==> src/rtl/seg_pkg.sv <==
// Shared types and helpers for the multiplexed 7-segment scan controller.
package seg_pkg;

    localparam int unsigned MAX_DIGITS = 8;
    localparam int unsigned IDX_W      = 3;

    localparam logic [MAX_DIGITS-1:0] ANODE_OFF = '1;

    typedef enum logic {
        IDLE = 1'b0,
        SCAN = 1'b1
    } state_t;

    // Active-low one-hot anode pattern; digits beyond the populated count stay off.
    function automatic logic [MAX_DIGITS-1:0] anode_onehot_n(input logic [IDX_W-1:0] idx,
                                                             input int unsigned digits);
        logic [MAX_DIGITS-1:0] r;
        for (int unsigned i = 0; i < MAX_DIGITS; i++) begin
            r[i] = !((i == 32'(idx)) && (i < digits));
        end
        return r;
    endfunction

endpackage

==> src/rtl/seg_scan_controller_tick_gen.sv <==
// Enable-pulse prescaler: one-cycle tick every PRESCALE enabled clk cycles.
module tick_gen #(
    parameter int unsigned PRESCALE = 100000,
    parameter int unsigned CW       = 17
) (
    input  logic clk,
    input  logic rst,
    input  logic clr,
    input  logic en,
    output logic tick
);

    localparam logic [CW-1:0] LAST = CW'(PRESCALE - 1);

    logic [CW-1:0] count;

    assign tick = en && !clr && (count == LAST);

    always_ff @(posedge clk or negedge rst) begin
        if (!rst) begin
            count <= '0;
        end else if (clr) begin
            count <= '0;
        end else if (en) begin
            count <= tick ? '0 : count + CW'(1);
        end
    end

endmodule

==> src/rtl/seg_scan_controller.sv <==
// N-digit common-anode display scanner with frame-aligned (tear-free) shadow loading.
module seg_scan_controller
    import seg_pkg::*;
#(
    parameter int unsigned DIGITS   = 4,
    parameter int unsigned PRESCALE = 100000,
    parameter int unsigned CW       = 17
) (
    input  logic                  clk,
    input  logic                  rst,
    input  logic                  en,
    input  logic                  load_req,
    input  logic [4*DIGITS-1:0]   value_in,
    output logic                  load_ack,
    output logic [DIGITS-1:0]     anode,
    output logic [3:0]            digit_code,
    output logic                  frame_done
);

    localparam int unsigned IW = (DIGITS > 1) ? $clog2(DIGITS) : 1;
    localparam int unsigned VW = 4 * DIGITS;
    localparam logic [IW-1:0] IDX_LAST = IW'(DIGITS - 1);

    state_t              state, state_next;
    logic [IW-1:0]       idx, idx_next;
    logic [VW-1:0]       shadow, shadow_next;
    logic                ack_next, fd_next;
    logic [DIGITS-1:0]   anode_next;
    logic [3:0]          code_next;
    logic                tick, tick_clr, tick_en;

    assign tick_en  = (state == SCAN);
    assign tick_clr = !((state == SCAN) && en);

    tick_gen #(
        .PRESCALE (PRESCALE),
        .CW       (CW)
    ) u_tick_gen (
        .clk  (clk),
        .rst  (rst),
        .clr  (tick_clr),
        .en   (tick_en),
        .tick (tick)
    );

    // Next-state, slot index, shadow capture and output pre-computation.
    always_comb begin
        state_next  = state;
        idx_next    = idx;
        shadow_next = shadow;
        ack_next    = 1'b0;
        fd_next     = 1'b0;
        anode_next  = ANODE_OFF[DIGITS-1:0];
        code_next   = '0;

        unique case (state)
            IDLE: begin
                if (en) begin
                    state_next = SCAN;
                    idx_next   = '0;
                    if (load_req) begin
                        shadow_next = value_in;
                        ack_next    = 1'b1;
                    end
                end
            end
            SCAN: begin
                if (!en) begin
                    state_next = IDLE;
                    idx_next   = '0;
                end else if (tick) begin
                    if (idx == IDX_LAST) begin
                        idx_next = '0;
                        fd_next  = 1'b1;
                        // load_ack guard keeps the ack a single pulse if req is held too long
                        if (load_req && !load_ack) begin
                            shadow_next = value_in;
                            ack_next    = 1'b1;
                        end
                    end else begin
                        idx_next = idx + IW'(1);
                    end
                end
            end
            default: state_next = IDLE;
        endcase

        if (state_next == SCAN) begin
            anode_next = DIGITS'(anode_onehot_n(IDX_W'(idx_next), DIGITS));
            code_next  = shadow_next[4*idx_next +: 4];
        end
    end

    always_ff @(posedge clk or negedge rst) begin
        if (!rst) begin
            state      <= IDLE;
            idx        <= '0;
            shadow     <= '0;
            load_ack   <= 1'b0;
            frame_done <= 1'b0;
            anode      <= ANODE_OFF[DIGITS-1:0];
            digit_code <= '0;
        end else begin
            state      <= state_next;
            idx        <= idx_next;
            shadow     <= shadow_next;
            load_ack   <= ack_next;
            frame_done <= fd_next;
            anode      <= anode_next;
            digit_code <= code_next;
        end
    end

endmodule
==> config.mk <==
export PLATFORM = sky130hd
export DESIGN_NAME = seg_scan_controller
export DESIGN_NICKNAME = d
export VERILOG_FILES = /design/src/rtl/seg_pkg.sv /design/src/rtl/seg_scan_controller_tick_gen.sv /design/src/rtl/seg_scan_controller.sv
export SDC_FILE = /design/constraint.sdc
export NUM_CORES = 1
export LEC_CHECK = 0
export ABC_AREA = 1
export BUFFER_PORTS_ARGS = -buffer_cell sky130_fd_sc_hd__buf_2
export CORE_AREA = 10 10 82 84
export DETAILED_ROUTE_END_ITERATION = 10
export DIE_AREA = 0 0 92 94
export GPL_TIMING_DRIVEN = 0
export PLACE_DENSITY = 0.74
export SLEW_MARGIN = 5
export SYNTH_ARGS = -nofsm -noshare
export SYNTH_HDL_FRONTEND = slang
export SYNTH_SLANG_ARGS = --single-unit
==> constraint.sdc <==
create_clock -name clk -period 1.7 [get_ports clk]
set_input_delay 0.34 -clock clk [delete_from_list [all_inputs] [get_ports clk]]
set_output_delay 0.34 -clock clk [all_outputs]
set_load 0.03 [all_outputs]
==> impl_results.md, run 1 <==
- Sequential share of the synthesized area: 44.4%
- RSZ-0062 raised after global routing: true
- Setup WS post-layout: -220 ps
- Slew HR: roughly 29%
- Die ar.: 0.00865 mm^2
- Via count: around 2,700
- Final design utilization: ~68%
- Initial Util: around 51%
- PD cells: 725 mW/mm^2
- Most frequent cell after synthesis: nand2_1
- Async set or reset register ratio after synthesis: between 90% and 100%
- Static leakage: ~1.6 nW
- Core area: 0.00507 mm^2
- Top cells by area, synth: dfrtp_1 (40%), nand2_1 (16%), nand3_1 (11%), inv_1 (5.5%), nor2_1 (4.5%)
- P_sw: 721 uW
- Post-CTS Hold Fix Bufs: 0
- Peak VDD IR: roughly 0.53 mV
- Antenna Cells: 0
- Post-synthesis instance total: 359
- CP Launch Type: flip-flop
- Status: finished with violations
- Grt ovf: 0
- Final-report max-slew violation count: 0
- Worst-case clock buffer depth: 2
- Fmax: around 520 MHz
- Clock power share: ~33%
- Yosys warns: 0
- Period Utilization, post-route: 113%
- Vias in the first global route: ~2,700
- Peak fanout along the critical path: 5
- Max Cap Viol: 0
- Worst hold-check path type: in -> async
- Least-Margin Pin Slew: around 1100 ps
- Antenna violations before repair: 0
- DR DRC count: 0
- ANT nets after route: 0
- CTS H-tree depth: 2
- Reg power frac: 48.5%
- First DRT Iteration DRCs: about 240
- Nets: 440
- Clk_lat worst skew: 320 ps
- Synth Flop Type: dfrtp_1
- Failing checks: setup timing
- Clk sinks: 46
- Die Width: 92 um
- Post-synth top area share: 40.4%
- Distinct cells, synth: 35
- Largest net degree at the start of global routing: 47
- DR pass1 iterations: 5
- Area leader, netlist: dfrtp_1
- Total track usage: about 17%
- First-pass GRT wire length: around 12,000 um
- CTS buffer count: 5
- CP Class: reg -> reg
- HPWL after detailed placement: 4890 um
- Clock transition at path regs: approximately 90 ps
- Setup violators final: 23
- Power Total: 2.50 mW
- Fill cells: ~420
- Yosys reg bits: 46
- Cell area after technology mapping: between 0.002 and 0.003 mm^2
- Commonest cells in the netlist: nand2_1 (110), nand3_1 (56), dfrtp_1 (42), inv_1 (38), nor2_1 (31)
- Mapped Nets: ~380
- Via density: approximately 5.6
- Layout cells sized above 1: 39.1%
- Post-synth EDFFs: 0
- Placer Congestion: 0.820
- CTS tree: done
- Rows: 26
- Mean area per synthesized cell: 7.25 um^2
- WL per Instance: 15.9 um
- I/O pin count: 30
- Fin crit period: ~1900 ps
- Comb power frac: roughly 18%
- Final Skew: 13.4 ps
- Wirelength, routed: a little under 8000 um
- Final hold vios: 0
- Port Buffers: 29
- Element type at the critical path end: flip-flop
- Crit path DAT: 2130 ps
- Sw Share: between 20% and 30%
- Area growth syn-to-layout: 32.7%
- CP required: about 1900 ps
- Internal Pwr Total: between 1.5 and 2 mW
- CTS Root Cell: clkbuf_8
- Die Height: 94 um
[state kept, by name, indices dropped and copies added, names as in the netlist]
name	cells
shadow	16
digit_code	4
state	1
idx	2
anode	4
load_ack	1
u_tick_gen.count	17
frame_done	1
[through the flow]
stage | cell area (um^2) | worst slack (ps) | std cells | setup TNS [ps] | hold slack, ps
6_report | 3450 | -220 | 489 | -2470 | 200
5_1_grt | 3450 | -365 | 489 | -5880 | 232
4_1_cts | 3150 | -145 | 477 | -1170 | 227
3_5_place_dp | 2870 | -389 | 458 | -7100 | 450
3_3_place_gp | 2870 | -374 | 458 | -6790 | 447
2_1_floorplan | 2630 | -18.8 | 359 | -68.0 | 44.4
[final timing paths]
path	slack (ps)	to	cells past startpoint	startpoint
min in group clk	220	state	1	en
max reg2reg	-220	digit_code[2]	13	u_tick_gen.count[0]
max	-220	digit_code[2]	13	u_tick_gen.count[0]
max in group asynchronous	780	u_tick_gen.count[4]	1	rst
min reg2reg	550	u_tick_gen.count[10]	2	u_tick_gen.count[10]
min	200	u_tick_gen.count[3]	1	rst
[area by class of cell]
| class | instances | area [um^2] | area share (%) |
|---|---|---|---|
| tap | 70 | 87.6 | 2.54 |
| inverter | 45 | 171 | 4.97 |
| multi-input combinational | 258 | 1530 | 44.4 |
| clock buffer | 7 | 76.3 | 2.21 |
| sequential | 46 | 1160 | 33.6 |
| buffer | 8 | 45.0 | 1.30 |
| clock inverter | 1 | 30.0 | 0.870 |
| timing repair buffer | 54 | 348 | 10.1 |
[repair_timing]
| action | in CTS | in global routing |
|---|---|---|
| gates resized for setup | 25 | 69 |
| buffers inserted | 11 | 13 |
| setup endpoints to repair | 35 | 39 |
| cloned | 1 | 0 |
| pin swaps | 16 | 32 |
[cell usage in the layout, fill, tap and decap left out, types with 6 or more instances in the layout]
cell type	netlist	final
a21oi_1	6	6
buf_2	2	30
buf_4	0	22
dfrtp_1	42	38
inv_1	38	30
inv_2	4	12
nand2_1	110	86
nand2_2	6	27
nand3_1	56	35
nand3_2	1	19
nand4_1	11	11
nor2_1	31	21
nor2_2	4	8
nor2_4	1	7
nor3_1	6	6
[power by group through the flow]
stage	Sequential, mW	Clock (mW)	Combinational [mW]
3_3_place_gp	1.22	0	0.339
4_1_cts	1.20	0.827	0.373
3_5_place_dp	1.22	0	0.352
2_1_floorplan	1.24	0	0.204
5_1_grt	1.22	0.864	0.511
6_report	1.21	0.829	0.460
[kinds of logic after synthesis]
group / count (synthesis) / share of synthesized area (%)
adders and majority gates: 2 / 0.962
and+or+nand+nor: 238 / 41.7
AOI/OAI and AO/OA: 13 / 3.18
DFF: 46 / 44.4
buffers and inverters: 55 / 8.03
xor gates and xnor gates: 5 / 1.68
[layer usage]
metal	GRT usage, %	vias to the layer above	routed length, um
met2	29.8	106	4040
met3	4.72	23	468
met5	0	-	0
li1	-	1277	-
met4	10.7	0	248
met1	17.8	1310	2990
[critical path, stage by stage (launching register included)]
cell	delay [ps]
dfrtp_1	370
ha_2	190
nand2_2	70
nor2_4	170
nand3_2	100
nor2_4	170
nand3_4	120
buf_6	170
nand2_1	60
nand3_1	90
nand2_2	120
nand3_2	70
nand3_2	80
nor2_2	40
No activity file was read; power rests on OpenSTA's default activity.
==> run 2, diff against run 1 <==
ABC_AREA = unset   (was 1)
CORE_AREA = 10 10 76 78   (was 10 10 82 84)
DIE_AREA = 0 0 86 88   (was 0 0 92 94)
PLACE_DENSITY = 0.73   (was 0.74)
==> run 2 against run 1 <==
Effect of this change:
- the run still ends with setup timing left
- global-route usage down 4.2 points
- clock-buffer cell count shrank 2
- fmax decreased by 9.2%
- clock skew is 2.0 ps lower
- via count down 42%
- largest cell class is now sequential cells
- largest power group unchanged
- highest routed layer unchanged
==> impl_results.md, run 2 <==
- Status: finished with violations (unchanged)
- Failing checks: setup timing (unchanged)
- Synth Flop Type: dfrtp_1 (unchanged)
- DR DRC count: 0 (unchanged)
- Most frequent cells in the layout: nand2_1 (40), dfrtp_1 (40), buf_2 (29), nor2_1 (23), buf_4 (13) (was nand2_1 (86), dfrtp_1 (38), nand3_1 (35), inv_1 (30), buf_2 (30))
- Least-Margin Pin Slew: 1000 ps (was 1060 ps)
- Setup violators final: 26 (was 23)
- Most frequent cell after synthesis: nand2_1 (unchanged)
- Fmax: 473 MHz (was 521 MHz)
- Regs by FF count: u_tick_gen.count: 17 flops, shadow: 16 flops (unchanged)
- Crit-path cells: nor4b_4, and4_4, mux2i_4, nor2_8, buf_8, mux2i_1, o32ai_2 (was ha_2, nand2_2, nor2_4, nand3_2, nor2_4, nand3_4, buf_6, nand2_1, nand3_1, nand2_2, nand3_2, nand3_2, nor2_2)
- Fin crit period: 2120 ps (was 1920 ps)
- Peak fanout along the critical path: 7 (was 5)
- Largest net degree at the start of global routing: 47 (unchanged)
- CTS buffer count: 5 (unchanged)
- HPWL after detailed placement: 3040 um (was 4890 um)
- Distinct cells, synth: 37 (was 35)
- Post-synth top area share: 49.9% (was 40.4%)
- Element type at the critical path end: flip-flop (unchanged)
- Slowest cell delay on critical path: 430 ps (was 370 ps)
- Fill cells: 319 (was 418)
- Final design utilization: 66.4% (was 68.0%)
- WP buf/inv: 1 (unchanged)
- RSZ-0062 raised after global routing: true (unchanged)
- Antenna Cells: 0 (unchanged)
- Die ar.: 0.00757 mm^2 (was 0.00865 mm^2)
- I/O pin count: 30 (unchanged)
- CP required: 1880 ps (was 1910 ps)
- CP Class: reg -> reg (unchanged)
- Largest register FFs: 17 (unchanged)
- Async set or reset register ratio after synthesis: 100% (unchanged)
- DR pass1 iterations: 4 (was 5)
- Initial Util: 49.1% (was 51.3%)
- Layout cells sized above 1: 42.9% (was 39.1%)
- Clock transition at path regs: 90 ps (about the same)
- First-pass GRT wire length: 7790 um (was 12,000 um)
- Layout Cells excl Fill: 306 (was 489)
- Yosys reg bits: 46 (unchanged)
- Placer Congestion: 0.749 (was 0.820)
- Sequential share of the synthesized area: 54.8% (was 44.4%)
- Crit path DAT: 2300 ps (was 2130 ps)
- Critical path's slowest cell: dfrtp_1 (unchanged)
- Setup WS post-layout: -416 ps (was -220 ps)
- Post-synthesis instance total: 197 (was 359)
- Top cells by area, synth: dfrtp_1 (50%), nand2_1 (8.4%), dfstp_2 (5.0%), nor2_1 (4.5%), xor2_1 (4.2%) (was dfrtp_1 (40%), nand2_1 (16%), nand3_1 (11%), inv_1 (5.5%), nor2_1 (4.5%))
- Max Cap Viol: 0 (unchanged)
- Clk sinks: 46 (unchanged)
- Die Width: 86 um (was 92 um)
- Design area: 0.00285 mm^2 (was 0.00345 mm^2)
- Grt ovf: 0 (unchanged)
- Worst hold-check path type: in -> async (unchanged)
- Port Buffers: 29 (unchanged)
- Cell area after technology mapping: 0.00211 mm^2 (was 0.00260 mm^2)
- Total track usage: 12.9% (was 17.0%)
- Commonest cells in the netlist: nand2_1 (47), dfrtp_1 (42), nor2_1 (25), xor2_1 (10), mux2_2 (6) (was nand2_1 (110), nand3_1 (56), dfrtp_1 (42), inv_1 (38), nor2_1 (31))
- Final-report max-slew violation count: 0 (unchanged)
- Delay-heaviest family, CP: simple AND/OR/NAND/NOR gates (unchanged)
- Die Height: 88 um (was 94 um)
- CTS Root Cell: clkbuf_8 (unchanged)
- Final Skew: 11.4 ps (was 13.4 ps)
- Vias in the first global route: 1,659 (was 2,685)
- Post-synth EDFFs: 0 (unchanged)
- Nets: 275 (was 440)
- Via density: 5.18 (was 5.55)
- Static leakage: 1.34 nW (was 1.63 nW)
- CTS H-tree depth: 2 (unchanged)
- Core area: 0.00429 mm^2 (was 0.00507 mm^2)
- Clk_lat worst skew: 300 ps (was 320 ps)
- Via count: 1,585 (was 2,716)
- Final hold vios: 0 (unchanged)
- Area growth syn-to-layout: 35.3% (was 32.7%)
- CP Launch Type: flip-flop (unchanged)
- Post-CTS Hold Fix Bufs: 0 (unchanged)
- Peak VDD IR: 0.760 mV (was 0.532 mV)
- Slew HR: 33.2% (was 29.3%)
- Antenna violations before repair: 0 (unchanged)
- Period Utilization, post-route: 124% (was 113%)
- Largest Register: u_tick_gen.count (unchanged)
- DP Cell Count: 278 (was 458)
- WL per Instance: 16.0 um (was 15.9 um)
- ANT nets after route: 0 (unchanged)
- Rows: 24 (was 26)
- Placed Area: 0.00234 mm^2 (was 0.00287 mm^2)
- Yosys warns: 0 (unchanged)
- First DRT Iteration DRCs: 122 (was 244)
- CTS tree: done (unchanged)
- Mapped Nets: 219 (was 381)
- Area leader, netlist: dfrtp_1 (unchanged)
- PD cells: 879 mW/mm^2 (was 725 mW/mm^2)
- Wirelength, routed: 4910 um (was 7750 um)
- Worst-case clock buffer depth: 2 (unchanged)
- Mean area per synthesized cell: 10.7 um^2 (was 7.25 um^2)
[run 2: worst paths after layout]
| path | from | endpoint | slack [ps] | depth (start not counted) |
|---|---|---|---|---|
| worst max-delay path | u_tick_gen.count[13] | digit_code[2] | -420 | 7 |
| worst max register to register | u_tick_gen.count[13] | digit_code[2] | -420 | 7 |
| worst min register to register | shadow[11] | shadow[11] | 490 | 2 |
| max in group asynchronous | rst | u_tick_gen.count[6] | 820 | 1 |
| min in group clk | value_in[4] | shadow[4] | 220 | 3 |
| worst min-delay path | rst | u_tick_gen.count[8] | 200 | 1 |
[run 2: routing by layer]
layer	wire [um]	up-vias	GRT usage, %
met5	0	-	0
met4	81	0	4.94
met3	158	7	3.99
met2	2480	32	20.6
met1	2190	772	15.9
li1	-	774	-
[run 2: per-stage QoR]
step | TNS, ps | hold WS, ps | power [mW] | setup slack (ps)
2_1_floorplan | -2070 | 44.4 | 1.38 | -262
3_3_place_gp | -10260 | 454 | 1.47 | -600
3_5_place_dp | -11270 | 457 | 1.48 | -631
4_1_cts | -4080 | 221 | 2.47 | -361
5_1_grt | -5600 | 227 | 2.61 | -511
6_report | -3460 | 201 | 2.51 | -416
[run 2: cells by family after synthesis]
kind of cell    Yosys count  synth area share, %
fa+ha+maj                 2                 1.19
flops                    46                 54.8
mux                      15                 8.78
compound gates           14                 4.99
xor+xnor                 12                 4.99
buf+inv                   8                 1.60
simple gates            100                 23.6
[run 2: power by group]
part / total, mW / internal (mW) / switching, mW
registers: 1.22 / 1.18 / 0.0436
clock network: 0.972 / 0.589 / 0.383
logic: 0.315 / 0.147 / 0.167
total: 2.51 / 1.91 / 0.594
[run 2: final cells by class]
class / instances / area [um^2] / area share [%]
plain buffers: 2 / 22.5 / 0.789
clock buffers: 5 / 68.8 / 2.41
clock inverters: 3 / 68.8 / 2.41
inverters: 4 / 27.5 / 0.965
multi-input cells: 143 / 1080 / 38.0
flip-flops and latches: 46 / 1160 / 40.6
well taps: 52 / 65.1 / 2.28
repair buffers: 51 / 357 / 12.5
[run 2: what timing repair did]
| action | 4_1_cts | 5_1_grt |
|---|---|---|
| gates resized for setup | 14 | 39 |
| pin swaps | 8 | 6 |
| setup endpoints to repair | 37 | 39 |
| setup buffers | 15 | 8 |
